==> config.mk <==
export PLATFORM = sky130hd
export DESIGN_NAME = divider_result_collector
export DESIGN_NICKNAME = d
export VERILOG_FILES = /design/src/rtl/divider_result_collector.sv
export SDC_FILE = /design/constraint.sdc
export NUM_CORES = 1
export LEC_CHECK = 0
export BUFFER_PORTS_ARGS = -buffer_cell sky130_fd_sc_hd__buf_2
export CAP_MARGIN = 0
export CORE_MARGIN = 3
export CORE_UTILIZATION = 37
export CTS_CLUSTER_DIAMETER = 30
export DETAILED_ROUTE_END_ITERATION = 10
export GPL_TIMING_DRIVEN = 0
export PLACE_DENSITY = 0.59
export RECOVER_POWER = 25
export SLEW_MARGIN = 5
export SYNTH_ARGS = -nofsm -noshare
export SYNTH_HDL_FRONTEND = slang
export SYNTH_SLANG_ARGS = --single-unit
export TNS_END_PERCENT = 100
==> constraint.sdc <==
create_clock -name clock -period 3.05 [get_ports clock]
set_clock_uncertainty 0.05 [all_clocks]
set_input_delay 0.1525 -clock clock [delete_from_list [all_inputs] [get_ports clock]]
set_output_delay 0.1525 -clock clock [all_outputs]
set_load 0.01 [all_outputs]
==> src/rtl/divider_result_collector.sv <==
// ---------------------------------------------------------------------------
// divider_result_collector
//
// Purpose:
//   Sits downstream of the fixed-latency, non-stallable pipelined Divider.
//   Every operation accepted from the issuer is tracked through a delay line
//   that matches the divider latency. When an operation reaches the end of
//   that line, the divider outputs are sampled and written into a small
//   in-order output FIFO, which has a ready/valid interface.
//   A credit counter throttles the issuer. Because of it, the FIFO can never
//   be asked to hold more results than it has entries, even though the
//   divider itself cannot be stalled.
//
// Optional feature macro:
//   DIVCOL_STATS_EN - when defined, adds the result_count and div_zero_count
//                     output ports. Both are saturating 16-bit pop counters.
//
// Ports:
//   clock, reset          single rising-edge clock, synchronous active-high reset
//   issue_valid/ready     issuer handshake; an operation fires on valid&&ready
//   issue_divisor         divisor being sent to the divider (checked for zero)
//   issue_dividend        dividend being sent to the divider (kept for div-by-zero)
//   issue_tag             user tag returned with the result
//   div_quotient          divider quotient_final output
//   div_remainder         divider remainder output
//   out_valid/ready       consumer handshake on the FIFO head
//   out_quotient          head quotient (all ones for div-by-zero)
//   out_remainder         head remainder (zero-extended dividend for div-by-zero)
//   out_tag               head tag
//   out_div_zero          head came from a zero divisor
//   credit_count          operations issued and not yet popped
//   result_count          (DIVCOL_STATS_EN) results popped, saturating
//   div_zero_count        (DIVCOL_STATS_EN) div-by-zero results popped, saturating
// ---------------------------------------------------------------------------
module divider_result_collector #(
   parameter int DIVISOR_BITS  = 8,
   parameter int DIVIDEND_BITS = 16,
   parameter int REM_BITS      = 23,
   parameter int LATENCY       = 18,
   parameter int FIFO_DEPTH    = 4,
   parameter int TAG_BITS      = 4
) (
   input  logic                              clock,
   input  logic                              reset,
   input  logic                              issue_valid,
   output logic                              issue_ready,
   input  logic [DIVISOR_BITS-1:0]           issue_divisor,
   input  logic [DIVIDEND_BITS-1:0]          issue_dividend,
   input  logic [TAG_BITS-1:0]               issue_tag,
   input  logic [DIVIDEND_BITS-1:0]          div_quotient,
   input  logic [REM_BITS-1:0]               div_remainder,
   output logic                              out_valid,
   input  logic                              out_ready,
   output logic [DIVIDEND_BITS-1:0]          out_quotient,
   output logic [REM_BITS-1:0]               out_remainder,
   output logic [TAG_BITS-1:0]               out_tag,
   output logic                              out_div_zero,
   output logic [$clog2(FIFO_DEPTH+1)-1:0]   credit_count
`ifdef DIVCOL_STATS_EN
   ,
   output logic [15:0]                       result_count,
   output logic [15:0]                       div_zero_count
`endif
);

   localparam int PTR_W = $clog2(FIFO_DEPTH);
   localparam int CNT_W = $clog2(FIFO_DEPTH+1);

   // ------------------------------------------------------------------
   // Handshake qualifiers
   // ------------------------------------------------------------------
   logic issueFire;
   logic capture;
   logic pop;

   // ------------------------------------------------------------------
   // Delay line: one stage per divider pipeline stage
   // ------------------------------------------------------------------
   logic [LATENCY-1:0]       lineValid_q;
   logic [TAG_BITS-1:0]      lineTag_q      [LATENCY];
   logic [DIVIDEND_BITS-1:0] lineDividend_q [LATENCY];
   logic                     lineDivZero_q  [LATENCY];

   // ------------------------------------------------------------------
   // Output FIFO storage and bookkeeping
   // ------------------------------------------------------------------
   logic [DIVIDEND_BITS-1:0] memQuot_q [FIFO_DEPTH];
   logic [REM_BITS-1:0]      memRem_q  [FIFO_DEPTH];
   logic [TAG_BITS-1:0]      memTag_q  [FIFO_DEPTH];
   logic                     memDz_q   [FIFO_DEPTH];

   logic [PTR_W-1:0] wrPtr_q, wrPtr_d;
   logic [PTR_W-1:0] rdPtr_q, rdPtr_d;
   logic [CNT_W-1:0] fifoCount_q, fifoCount_d;
   logic [CNT_W-1:0] creditCount_q, creditCount_d;

   // Capture data after the div-by-zero substitution
   logic [DIVIDEND_BITS-1:0] capQuot;
   logic [REM_BITS-1:0]      capRem;

   // Wraps a FIFO pointer at FIFO_DEPTH. The depth need not be a power of two.
   function automatic logic [PTR_W-1:0] nextPtr(input logic [PTR_W-1:0] p);
      if (p == PTR_W'(FIFO_DEPTH-1)) begin
         return '0;
      end
      return p + PTR_W'(1);
   endfunction

   // The issuer is only ready while credits remain. A credit is returned only
   // when a result leaves the FIFO. This bounds FIFO occupancy plus in-flight
   // operations by FIFO_DEPTH.
   assign issue_ready = (creditCount_q < CNT_W'(FIFO_DEPTH));
   assign issueFire   = issue_valid && issue_ready;
   assign capture     = lineValid_q[LATENCY-1];
   assign out_valid   = (fifoCount_q != '0);
   assign pop         = out_valid && out_ready;
   assign credit_count = creditCount_q;

   // The head is presented straight from storage. It is forced to zero while
   // the FIFO is empty, so the outputs read zero after reset and never show
   // stale entries.
   always_comb begin
      out_quotient  = '0;
      out_remainder = '0;
      out_tag       = '0;
      out_div_zero  = 1'b0;
      if (out_valid) begin
         out_quotient  = memQuot_q[rdPtr_q];
         out_remainder = memRem_q[rdPtr_q];
         out_tag       = memTag_q[rdPtr_q];
         out_div_zero  = memDz_q[rdPtr_q];
      end
   end

   // On a zero divisor the divider output is meaningless. It is replaced by an
   // all-ones quotient and the original dividend as the remainder.
   always_comb begin
      capQuot = div_quotient;
      capRem  = div_remainder;
      if (lineDivZero_q[LATENCY-1]) begin
         capQuot = '1;
         capRem  = {{(REM_BITS-DIVIDEND_BITS){1'b0}}, lineDividend_q[LATENCY-1]};
      end
   end

   // Valid bits of the delay line. Only these need reset: clearing them is
   // what makes the results of pre-reset operations invisible. The reset
   // branch also wins over an issue fire in the same cycle.
   always_ff @(posedge clock) begin
      if (reset) begin
         lineValid_q <= '0;
      end else begin
         lineValid_q[0] <= issueFire;
         for (int i = 1; i < LATENCY; i++) begin
            lineValid_q[i] <= lineValid_q[i-1];
         end
      end
   end

   // Payload of the delay line. It shifts every edge in lockstep with the
   // divider, whether or not the stage holds a tracked operation.
   always_ff @(posedge clock) begin
      lineTag_q[0]      <= issue_tag;
      lineDividend_q[0] <= issue_dividend;
      lineDivZero_q[0]  <= (issue_divisor == '0);
      for (int i = 1; i < LATENCY; i++) begin
         lineTag_q[i]      <= lineTag_q[i-1];
         lineDividend_q[i] <= lineDividend_q[i-1];
         lineDivZero_q[i]  <= lineDivZero_q[i-1];
      end
   end

   // FIFO storage writes. The contents need no reset because the head is
   // masked whenever the count is zero.
   always_ff @(posedge clock) begin
      if (capture) begin
         memQuot_q[wrPtr_q] <= capQuot;
         memRem_q[wrPtr_q]  <= capRem;
         memTag_q[wrPtr_q]  <= lineTag_q[LATENCY-1];
         memDz_q[wrPtr_q]   <= lineDivZero_q[LATENCY-1];
      end
   end

   // Next-state for the FIFO pointers, the occupancy and the credit counter.
   // A simultaneous capture and pop keeps the occupancy unchanged, including
   // when the FIFO is full. A simultaneous fire and pop likewise leaves the
   // credits unchanged.
   always_comb begin
      wrPtr_d       = wrPtr_q;
      rdPtr_d       = rdPtr_q;
      fifoCount_d   = fifoCount_q;
      creditCount_d = creditCount_q;
      if (capture) begin
         wrPtr_d = nextPtr(wrPtr_q);
      end
      if (pop) begin
         rdPtr_d = nextPtr(rdPtr_q);
      end
      unique case ({capture, pop})
         2'b10:   fifoCount_d = fifoCount_q + CNT_W'(1);
         2'b01:   fifoCount_d = fifoCount_q - CNT_W'(1);
         default: fifoCount_d = fifoCount_q;
      endcase
      unique case ({issueFire, pop})
         2'b10:   creditCount_d = creditCount_q + CNT_W'(1);
         2'b01:   creditCount_d = creditCount_q - CNT_W'(1);
         default: creditCount_d = creditCount_q;
      endcase
   end

   // FIFO and credit state registers. Reset empties the FIFO and returns all
   // credits.
   always_ff @(posedge clock) begin
      if (reset) begin
         wrPtr_q       <= '0;
         rdPtr_q       <= '0;
         fifoCount_q   <= '0;
         creditCount_q <= '0;
      end else begin
         wrPtr_q       <= wrPtr_d;
         rdPtr_q       <= rdPtr_d;
         fifoCount_q   <= fifoCount_d;
         creditCount_q <= creditCount_d;
      end
   end

   // Credit accounting should make a capture into a full FIFO impossible.
   // If one ever happens, a result has been lost, so it is flagged loudly.
   always_ff @(posedge clock) begin
      if (!reset) begin
         assert (!(capture && !pop && (fifoCount_q == CNT_W'(FIFO_DEPTH))))
            else $error("divider_result_collector: capture into full FIFO");
      end
   end

`ifdef DIVCOL_STATS_EN
   logic [15:0] resultCount_q;
   logic [15:0] divZeroCount_q;

   // Pop statistics. Both counters stick at all-ones instead of wrapping.
   always_ff @(posedge clock) begin
      if (reset) begin
         resultCount_q  <= '0;
         divZeroCount_q <= '0;
      end else if (pop) begin
         if (resultCount_q != 16'hFFFF) begin
            resultCount_q <= resultCount_q + 16'd1;
         end
         if (out_div_zero && (divZeroCount_q != 16'hFFFF)) begin
            divZeroCount_q <= divZeroCount_q + 16'd1;
         end
      end
   end

   assign result_count   = resultCount_q;
   assign div_zero_count = divZeroCount_q;
`endif

endmodule

==> flow_summary_export.csv, run 1 <==
group,metric,value,unit
status,status,"finished clean",
setup_path,worstSetupStartpoint,"fifoCount_q[0]$_SDFFE_PP0P_",
clock_network,cts_root_buf,"clkbuf_16",
timing,final_max_slew_viol_count,0,
timing,finalSetupViolations,0,
routing,via_per_inst,4.08,
clock_network,cts_tree,"yes",
logic_synthesis,avgSynthCellArea,19.3,µm²
setup_path,r2r_start,"fifoCount_q[0]$_SDFFE_PP0P_",
pwr,p_leak,8.32,nW
die,rows,74,
setup_path,cp_data_arrival_time,2480,ps
global_routing,grt_antenna_before_repair,4,
logic_synthesis,syn_inst,812,
pwr,peakVddDrop,0.000663,V
routing,post_drt_wl_per_cell,13.6,µm
setup_path,cp_max_fo,10,
clock_network,htree_num_levels,3,
clock_network,clkSlewWorstSetupHoldPaths,60,ps
place,dpl_cell_area,17000,µm²
die,die-area,44900,µm²
setup_path,critPathMaxStageDelay,610,ps
place,place_ws,673,ps
die,pin_count,120,
logic_synthesis,synth_area_leaders,"dfxtp_1 (52%), edfxtp_1 (34%), mux4_2 (6.3%)",
timing,rsz0062_at_grt,"false",
timing,post-route-period-util,87.9,%
timing,fmax,0.373,GHz
logic_synthesis,yosysTopAreaCell,"dfxtp_1",
place,io_buffers,118,
routing,post-route-drc-count,0,
timing,relSlewSlack,40.3,%
timing,hold_violations,0,
logic_synthesis,ys_ff_latch,584,
global_routing,grt_pass1_vias,7220,
place,place_inst,1462,
final_layout,n_fill_cell,3347,
die,core-area,41400,µm²
timing,worst_slew_pin_slew,896,ps
final_layout,area_growth,35.6,%
die,die_h,212,µm
die,initial_core_util,37.9,%
job,max_cap_violations,0,
global_routing,grt.overflow.total,0,
final_layout,nNetsFinal,1182,
place,place_congestion,0.663,
hold_path,hold_class,"in -> reg",
final_layout,layout.cells.non_filler,1726,
pwr,power.density,936,nW/µm²
logic_synthesis,syn_nets,892,
setup_path,critPathSlowestCell,"clkbuf_1",
clock_network,cts_buffers,104,
clock_network,cts_buffer_depth,3,
setup_path,start_kind,"flip-flop",
routing,ant_nets,0,
final_layout,drive_gt1_share,33.2,%
routing,dr.pass1.iters,4,
timing,setup_ws,370,ps
final_layout,final_area,21300,µm²
routing,routed_wl,23.5,mm
setup_path,reg2reg_depth,8,
setup_path,crit_path_end_kind,"output pin",
logic_synthesis,synthesis.area,15700,µm²
routing,drtIter0Drc,286,
setup_path,path_class,"reg -> out",
routing,via_count,7038,
hold_path,hold_depth,2,
hold_path,hp-start,"issue_dividend[1]",
global_routing,grt_pass1_wl,37.5,mm
clock_network,clock_latency,610,ps
die,die_w,212,µm
logic_synthesis,synth_top_cell_area_share,52.1,%
setup_path,crit_chain,"nor3_4 -> clkbuf_1 -> nor2b_1 -> buf_2",
logic_synthesis,yosysSeqAreaShare,85.7,%
global_routing,grt_max_degree,45,
place,dp_hpwl,12.3,mm
global_routing,grt_usage,10.8,%
logic_synthesis,yosys.cell_types.count,25,
timing,fin_crit,2680,ps
clock_network,cts_sinks,584,
logic_synthesis,yosysWarnings,0,
setup_path,required,2850,ps
[state kept, by name, summed over array words and instances, names as in the netlist, 4 cells and up, named ones only]
signal and cells:
memTag_q 16, lineDividend_q 288, memDz_q 4, lineDivZero_q 18, lineTag_q 72, memQuot_q 64
memRem_q 92, lineValid_q 18
[critical path: cells and delay by family, from the launching register on]
family	cells	cell delay [ps]
buffers and inverters	2	810
AND/OR/NAND/NOR	2	690
flip-flops	1	370
[metrics by stage]
| stage | power (mW) | hold WS (ps) | utilization (%) | setup TNS [ps] |
|---|---|---|---|---|
| floorplan | 8.50 | 130 | - | 0 |
| global placement | 8.57 | 204 | 40.9 | -6380 |
| detailed placement | 8.59 | 206 | 41.0 | 0 |
| CTS | 20.2 | 68.9 | 51.4 | 0 |
| global route | 20.7 | 96.0 | 51.4 | 0 |
| finish | 19.9 | 117 | 51.4 | 0 |
[worst paths after layout]
| kind | to | slack, ps |
|---|---|---|
| max | out_remainder[10] | 370 |
| min reg2reg | lineDividend_q[2][12]$_DFF_P_ | 250 |
| min | lineDividend_q[0][1]$_DFF_P_ | 120 |
| max reg2reg | credit_count[2]$_SDFFE_PP0P_ | 970 |
[cells in the final DEF, fill, tap and decap left out, types with 9 or more instances in the layout]
master and instances:
buf_2 122, bufinv_16 10, clkbuf_1 20, clkbuf_16 104, clkbuf_8 12, clkinv_2 14
clkinv_4 10, clkinvlp_4 9, dfxtp_1 408, dlygate4sd3_1 66, edfxtp_1 176, inv_1 13
inv_6 15, mux2_2 16, mux4_2 44, nor2_1 12, nor2b_1 68, or2_2 16
[logic make-up after synthesis]
family,share of synthesized area (%)
compound gates,0.367
xor+xnor,0.223
fa+ha+maj,0.813
buf+inv,1.09
flops,85.7
mux,7.59
simple gates,4.17
[layer usage]
layer,up-vias,global-route usage (%),wire [µm]
met2,189,17.9,11500
met3,34,3.88,1410
li1,3460,-,-
met1,3353,12.4,10100
met5,-,0,13
met4,2,5.61,483
[layout make-up]
type	count	area, µm²	share of cell area (%)
antenna	3	7.51	0.0353
tap	532	666	3.13
inverter	13	48.8	0.229
sequential	584	13500	63.2
clock buffer	125	2800	13.2
timing repair buffer	184	1250	5.88
clock inverter	70	845	3.97
multi-input combinational	194	2080	9.79
buffer	21	123	0.576
[synth_stat cells]
| master | count |
|---|---|
| inv_1 | 13 |
| or2_2 | 16 |
| mux4_2 | 44 |
| mux2_2 | 16 |
| xor2_1 | 4 |
| dfxtp_1 | 408 |
| fa_1 | 2 |
| o21ai_0 | 2 |
| edfxtp_1 | 176 |
| buf_2 | 4 |
| o31ai_2 | 1 |
| buf_6 | 5 |
| nor3b_1 | 1 |
| and2_1 | 4 |
| or4_1 | 2 |
| or3_1 | 3 |
| nand2_1 | 2 |
| clkbuf_2 | 1 |
| nor3_2 | 1 |
| ha_1 | 7 |
| nor2b_1 | 68 |
| nor2_1 | 12 |
| a21oi_1 | 7 |
| clkbuf_1 | 11 |
| mux2i_1 | 2 |
[what timing repair did]
item | in CTS | in global routing
hold endpoints to repair | 207 | 0
setup endpoints to repair | 0 | 3
gates resized for setup | 0 | 1
setup buffers | 0 | 0
hold buffers | 66 | 0
[where the power goes]
| part | switching (mW) | leakage [nW] | internal (mW) | total (mW) |
|---|---|---|---|---|
| Sequential | 0.0497 | 5.00 | 8.27 | 8.32 |
| Clock | 3.89 | 1.77 | 7.52 | 11.4 |
| Combinational | 0.0698 | 1.54 | 0.112 | 0.182 |
(Power assumes the default switching activity.)
==> inputs of run 2 (changes only) <==
--- a/config.mk
+++ b/config.mk
@@ -8,11 +8,11 @@
 export BUFFER_PORTS_ARGS = -buffer_cell sky130_fd_sc_hd__buf_2
 export CAP_MARGIN = 0
 export CORE_MARGIN = 3
-export CORE_UTILIZATION = 37
+export CORE_UTILIZATION = 62
 export CTS_CLUSTER_DIAMETER = 30
 export DETAILED_ROUTE_END_ITERATION = 10
 export GPL_TIMING_DRIVEN = 0
-export PLACE_DENSITY = 0.59
+export PLACE_DENSITY = 0.87
 export RECOVER_POWER = 25
 export SLEW_MARGIN = 5
 export SYNTH_ARGS = -nofsm -noshare
==> flow_summary_export.csv, run 2 (same netlist as run 1, synthesis figures left out) <==
group,metric,value,unit
routing,post_drt_wl_per_cell,20.5,µm
setup_path,cp_max_fo,10,
final_layout,num_antenna_cells,0,
final_layout,top_register,"lineDividend_q",
timing,worst_slew_pin_slew,1050,ps
setup_path,cp_data_arrival_time,2700,ps
timing,relSlewSlack,29.4,%
final_layout,drive_gt1_share,30.2,%
final_layout,largest_reg_flops,288,
setup_path,start_kind,"flip-flop",
routing,via_per_inst,5.17,
clock_network,cts_buffers,75,
die,die_h,165,µm
setup_path,critPathSlowestCell,"nor3_2",
clock_network,clock_latency,550,ps
setup_path,r2r_slack,880,ps
final_layout,layout.cells.non_filler,1454,
place,dp_hpwl,13.2,mm
routing,via_count,7515,
clock_network,cts_tree,"yes",
setup_path,required,2850,ps
setup_path,crit_path_end_kind,"output pin",
pwr,power.density,872,nW/µm²
clock_network,hold_buffers,63,
timing,finalSetupViolations,0,
timing,tns,0,ps
clock_network,cts_root_buf,"clkbuf_16",
timing,post-route-period-util,95.2,%
timing,fin_crit,2900,ps
global_routing,grt_pass1_vias,8244,
final_layout,reg_top3,"lineDividend_q x288, memRem_q x92, lineTag_q x72",
clock_network,htree_num_levels,3,
clock_network,clkSlewWorstSetupHoldPaths,60,ps
final_layout,nNetsFinal,1155,
setup_path,endpoint,"out_remainder[12]",
final_layout,n_fill_cell,1113,
setup_path,r2r-end,"fifoCount_q[1]$_SDFFE_PP0P_",
timing,hold_violations,0,
die,core-area,24600,µm²
die,die-area,27300,µm²
setup_path,reg2reg_depth,8,
timing,final_max_slew_viol_count,0,
place,io_buffers,118,
global_routing,grt_max_degree,31,
place,place_ws,797,ps
global_routing,grt_antenna_before_repair,0,
die,pin_count,120,
final_layout,layout_common_cells,"dfxtp_1 (408), edfxtp_1 (176), buf_2 (121)",
routing,drtIter0Drc,755,
die,initial_core_util,63.8,%
pwr,totalPowerFinal,17.5,mW
status,status,"finished clean",
clock_network,cts_buffer_depth,3,
routing,ant_nets,0,
setup_path,crit_chain,"nor3_2 -> clkbuf_1 -> nor2b_1 -> buf_2",
timing,rsz0062_at_grt,"false",
routing,post-route-drc-count,0,
timing,fmax,0.345,GHz
clock_network,post_cts_buffers,0,
hold_path,hold_class,"in -> reg",
job,max_cap_violations,0,
place,place_inst,1258,
setup_path,worstSetupStartpoint,"fifoCount_q[2]$_SDFFE_PP0P_",
setup_path,critPathMaxStageDelay,860,ps
global_routing,grt.overflow.total,0,
final_layout,fin_util,81.4,%
die,rows,57,
global_routing,grt_pass1_wl,45.4,mm
pwr,peakVddDrop,0.000758,V
final_layout,mostFrequentLayoutCell,"dfxtp_1",
global_routing,grt_usage,22.4,%
clock_network,cts_resized,0,
setup_path,path_class,"reg -> out",
timing,setup_ws,147,ps
clock_network,cts_sinks,584,
die,die_w,165,µm
final_layout,area_growth,27.7,%
routing,dr.pass1.iters,4,
pwr,p_leak,7.82,nW
place,place_congestion,0.695,
setup_path,r2r_start,"fifoCount_q[2]$_SDFFE_PP0P_",
routing,routed_wl,29.9,mm
==> run 2: cell count changes in the layout (fill, tap and decap cells not counted), moves of 3 or more <==
cell and delta:
clkbuf_16 -26, inv_6 -10, clkinv_2 -8, clkbuf_1 -5
and2_2 +4, and2_4 -4, buf_12 +4, clkbuf_8 -3
diode_2 -3
==> run 2: power breakdown <==
part,internal [mW],switching (mW)
Clock,5.69,3.26
Combinational,0.111,0.0811
Sequential,8.25,0.0685
Total,14.1,3.41
==> run 2: worst min path at each step <==
| stage | start | to | cells after the start |
|---|---|---|---|
| global placement | issue_dividend[6] | lineDividend_q[0][6]$_DFF_P_ | 1 |
| global route | div_remainder[22] | memRem_q[1][22]$_DFFE_PP_ | 2 |
| detailed placement | issue_dividend[4] | lineDividend_q[0][4]$_DFF_P_ | 1 |
| floorplan | issue_dividend[0] | lineDividend_q[0][0]$_DFF_P_ | 0 |
| finish | div_remainder[22] | memRem_q[1][22]$_DFFE_PP_ | 2 |
| CTS | div_remainder[16] | memRem_q[2][16]$_DFFE_PP_ | 2 |
==> run 2: final cells by class <==
type | instances | area, µm² | area share, %
flip-flops and latches | 584 | 13500 | 67.2
clock buffers | 90 | 2090 | 10.4
multi-input cells | 194 | 2070 | 10.3
repair buffers | 186 | 1310 | 6.54
clock inverters | 42 | 533 | 2.66
well taps | 324 | 405 | 2.02
plain buffers | 21 | 123 | 0.612
inverters | 13 | 48.8 | 0.244
==> run 2: routing by layer <==
metal	global-route usage (%)	up-vias	part of all wire (%)	routed length, µm
met1	23.4	3690	35	10300
met2	40.6	359	54	16100
met4	11.8	0	4.4	1310
met5	0	-	0	0
met3	6.66	109	7.3	2190
li1	-	3357	-	-
==> run 2: critical path, delay by kind of cell, from the launching register on <==
kind / cells / cell delay, ps
buffers and inverters: 2 / 770
DFF: 1 / 340
and+or+nand+nor: 2 / 1030
==> run 2: metrics by stage <==
step / hold WS [ps] / instance area [µm²]
2_1_floorplan: 130 / 15700
3_3_place_gp: 204 / 16700
3_5_place_dp: 206 / 16800
4_1_cts: 3.17 / 20000
5_1_grt: 9.30 / 20000
6_report: 14.5 / 20000
==> inputs of run 3 (changes only) <==
--- a/config.mk
+++ b/config.mk
@@ -11,7 +11,6 @@
 export CORE_UTILIZATION = 62
 export CTS_CLUSTER_DIAMETER = 30
 export DETAILED_ROUTE_END_ITERATION = 10
-export GPL_TIMING_DRIVEN = 0
 export PLACE_DENSITY = 0.87
 export RECOVER_POWER = 25
 export SLEW_MARGIN = 5
==> flow_summary_export.csv, run 3 (same netlist as run 1, synthesis figures left out) <==
group,metric,value,unit
place,dp_hpwl,12.1,mm
clock_network,cts_buffer_depth,3,
final_layout,area_growth,26.3,%
routing,ant_nets,0,
clock_network,cts_resized,0,
clock_network,cts_root_buf,"clkbuf_16",
setup_path,critPathSlowestCell,"mux4_2",
place,place_congestion,0.740,
pwr,internal_power,13.3,mW
job,max_cap_violations,0,
routing,post_drt_wl_per_cell,19.5,µm
setup_path,crit_path_end_kind,"output pin",
final_layout,num_antenna_cells,0,
routing,drtIter0Drc,622,
pwr,switching_share,21.5,%
pwr,p_seq_share,49.0,%
global_routing,grt_pass1_vias,8038,
global_routing,grt_antenna_before_repair,0,
final_layout,layout_common_cells,"dfxtp_1 (405), edfxtp_1 (176), buf_2 (118)",
die,rows,57,
timing,finalSetupViolations,0,
final_layout,top_register,"lineDividend_q",
clock_network,clkSlewWorstSetupHoldPaths,60,ps
timing,hold_violations,0,
final_layout,fin_util,80.5,%
setup_path,cp_data_arrival_time,2370,ps
final_layout,mostFrequentLayoutCell,"dfxtp_1",
timing,worst_slew_pin_slew,815,ps
routing,post-route-drc-count,0,
pwr,pwr-share-comb,1.1,%
global_routing,grt_max_degree,46,
final_layout,drive_gt1_share,30.5,%
setup_path,crit_chain,"buf_12 -> mux4_2 -> nor2b_1 -> buf_2",
setup_path,cp_max_fo,31,
pwr,power.density,856,nW/µm²
timing,fin_crit,2570,ps
clock_network,cts_tree,"yes",
clock_network,htree_num_levels,3,
routing,via_per_inst,5.09,
final_layout,largest_reg_flops,288,
clock_network,cts_sinks,584,
routing,routed_wl,28.2,mm
status,status,"finished clean",
final_layout,layout.cells.non_filler,1448,
routing,dr.pass1.iters,5,
die,die_h,165,µm
timing,post-route-period-util,84.4,%
routing,via_count,7371,
die,die-area,27300,µm²
place,io_buffers,119,
timing,final_max_slew_viol_count,0,
clock_network,cts_buffers,73,
global_routing,grt_pass1_wl,43.6,mm
place,place_inst,1245,
setup_path,start_kind,"flip-flop",
timing,fmax,0.389,GHz
timing,rsz0062_at_grt,"false",
global_routing,grt_usage,21.4,%
setup_path,path_class,"reg -> out",
clock_network,clock_latency,580,ps
timing,tns,0,ps
pwr,clkPwrFrac,49.8,%
die,core-area,24600,µm²
die,pin_count,120,
final_layout,reg_top3,"lineDividend_q x288, memRem_q x92, lineTag_q x72",
die,die_w,165,µm
setup_path,critPathMaxStageDelay,560,ps
pwr,peakVddDrop,0.000701,V
die,initial_core_util,63.8,%
pwr,power_switching,3.65,mW
setup_path,r2r_slack,940,ps
hold_path,hold_class,"in -> reg",
setup_path,required,2850,ps
final_layout,nNetsFinal,1143,
timing,relSlewSlack,45.6,%
pwr,p_leak,7.75,nW
global_routing,grt.overflow.total,0,
==> run 3: layout make-up <==
cell class | count | area [µm²]
clock buffer | 84 | 1910
clock inverter | 52 | 553
fill | 1094 | 4790
inverter | 13 | 48.8
multi-input combinational | 194 | 2080
sequential | 584 | 13500
tap | 324 | 405
timing repair buffer | 197 | 1360
==> run 3: critical path: cells and delay by family (launching register included) <==
family	cells	cell delay, ps
multiplexers	1	560
flip-flops	1	540
buffers and inverters	2	480
AND/OR/NAND/NOR	1	170
==> run 3: power groups by stage <==
| stage | logic (mW) | clock network, mW | registers, mW |
|---|---|---|---|
| 3_5_place_dp | 0.117 | 0 | 8.48 |
| 3_3_place_gp | 0.110 | 0 | 8.46 |
| 2_1_floorplan | 0.0516 | 0 | 8.45 |
| 4_1_cts | 0.186 | 8.58 | 8.32 |
| 6_report | 0.193 | 8.46 | 8.32 |
| 5_1_grt | 0.210 | 8.94 | 8.34 |
==> run 3: what timing repair did <==
action / CTS / global route
buffers inserted: 0 / 0
hold buffers: 67 / 0
hold endpoints to repair: 205 / 0
endpoints found under the setup margin: 0 / 0
==> run 3: per-stage QoR <==
stage	total power [mW]	hold slack, ps	setup slack, ps	cell area [µm²]
6_report	17.0	165	477	19800
5_1_grt	17.5	154	345	19800
4_1_cts	17.1	137	458	19800
3_5_place_dp	8.59	206	1040	16700
3_3_place_gp	8.57	204	1100	16700
2_1_floorplan	8.50	130	985	15700
==> run 3: worst paths after layout <==
kind	start	end	depth (start not counted)
worst min register to register	lineDividend_q[15][11]$_DFF_P_	lineDividend_q[16][11]$_DFF_P_	0
worst max register to register	fifoCount_q[2]$_SDFFE_PP0P_	fifoCount_q[2]$_SDFFE_PP0P_	8
worst min-delay path	issue_dividend[9]	lineDividend_q[0][9]$_DFF_P_	2
worst max-delay path	flip-flop	out_quotient[7]	4
==> run 3: metal layers <==
metal  up-vias  track usage, %  part of all wire [%]
met5         -               0                     0
met4         0            10.6                   3.6
met3        97            5.21                   6.7
met2       336            38.0                    53
met1      3592            24.1                    37
li1       3346               -                     -
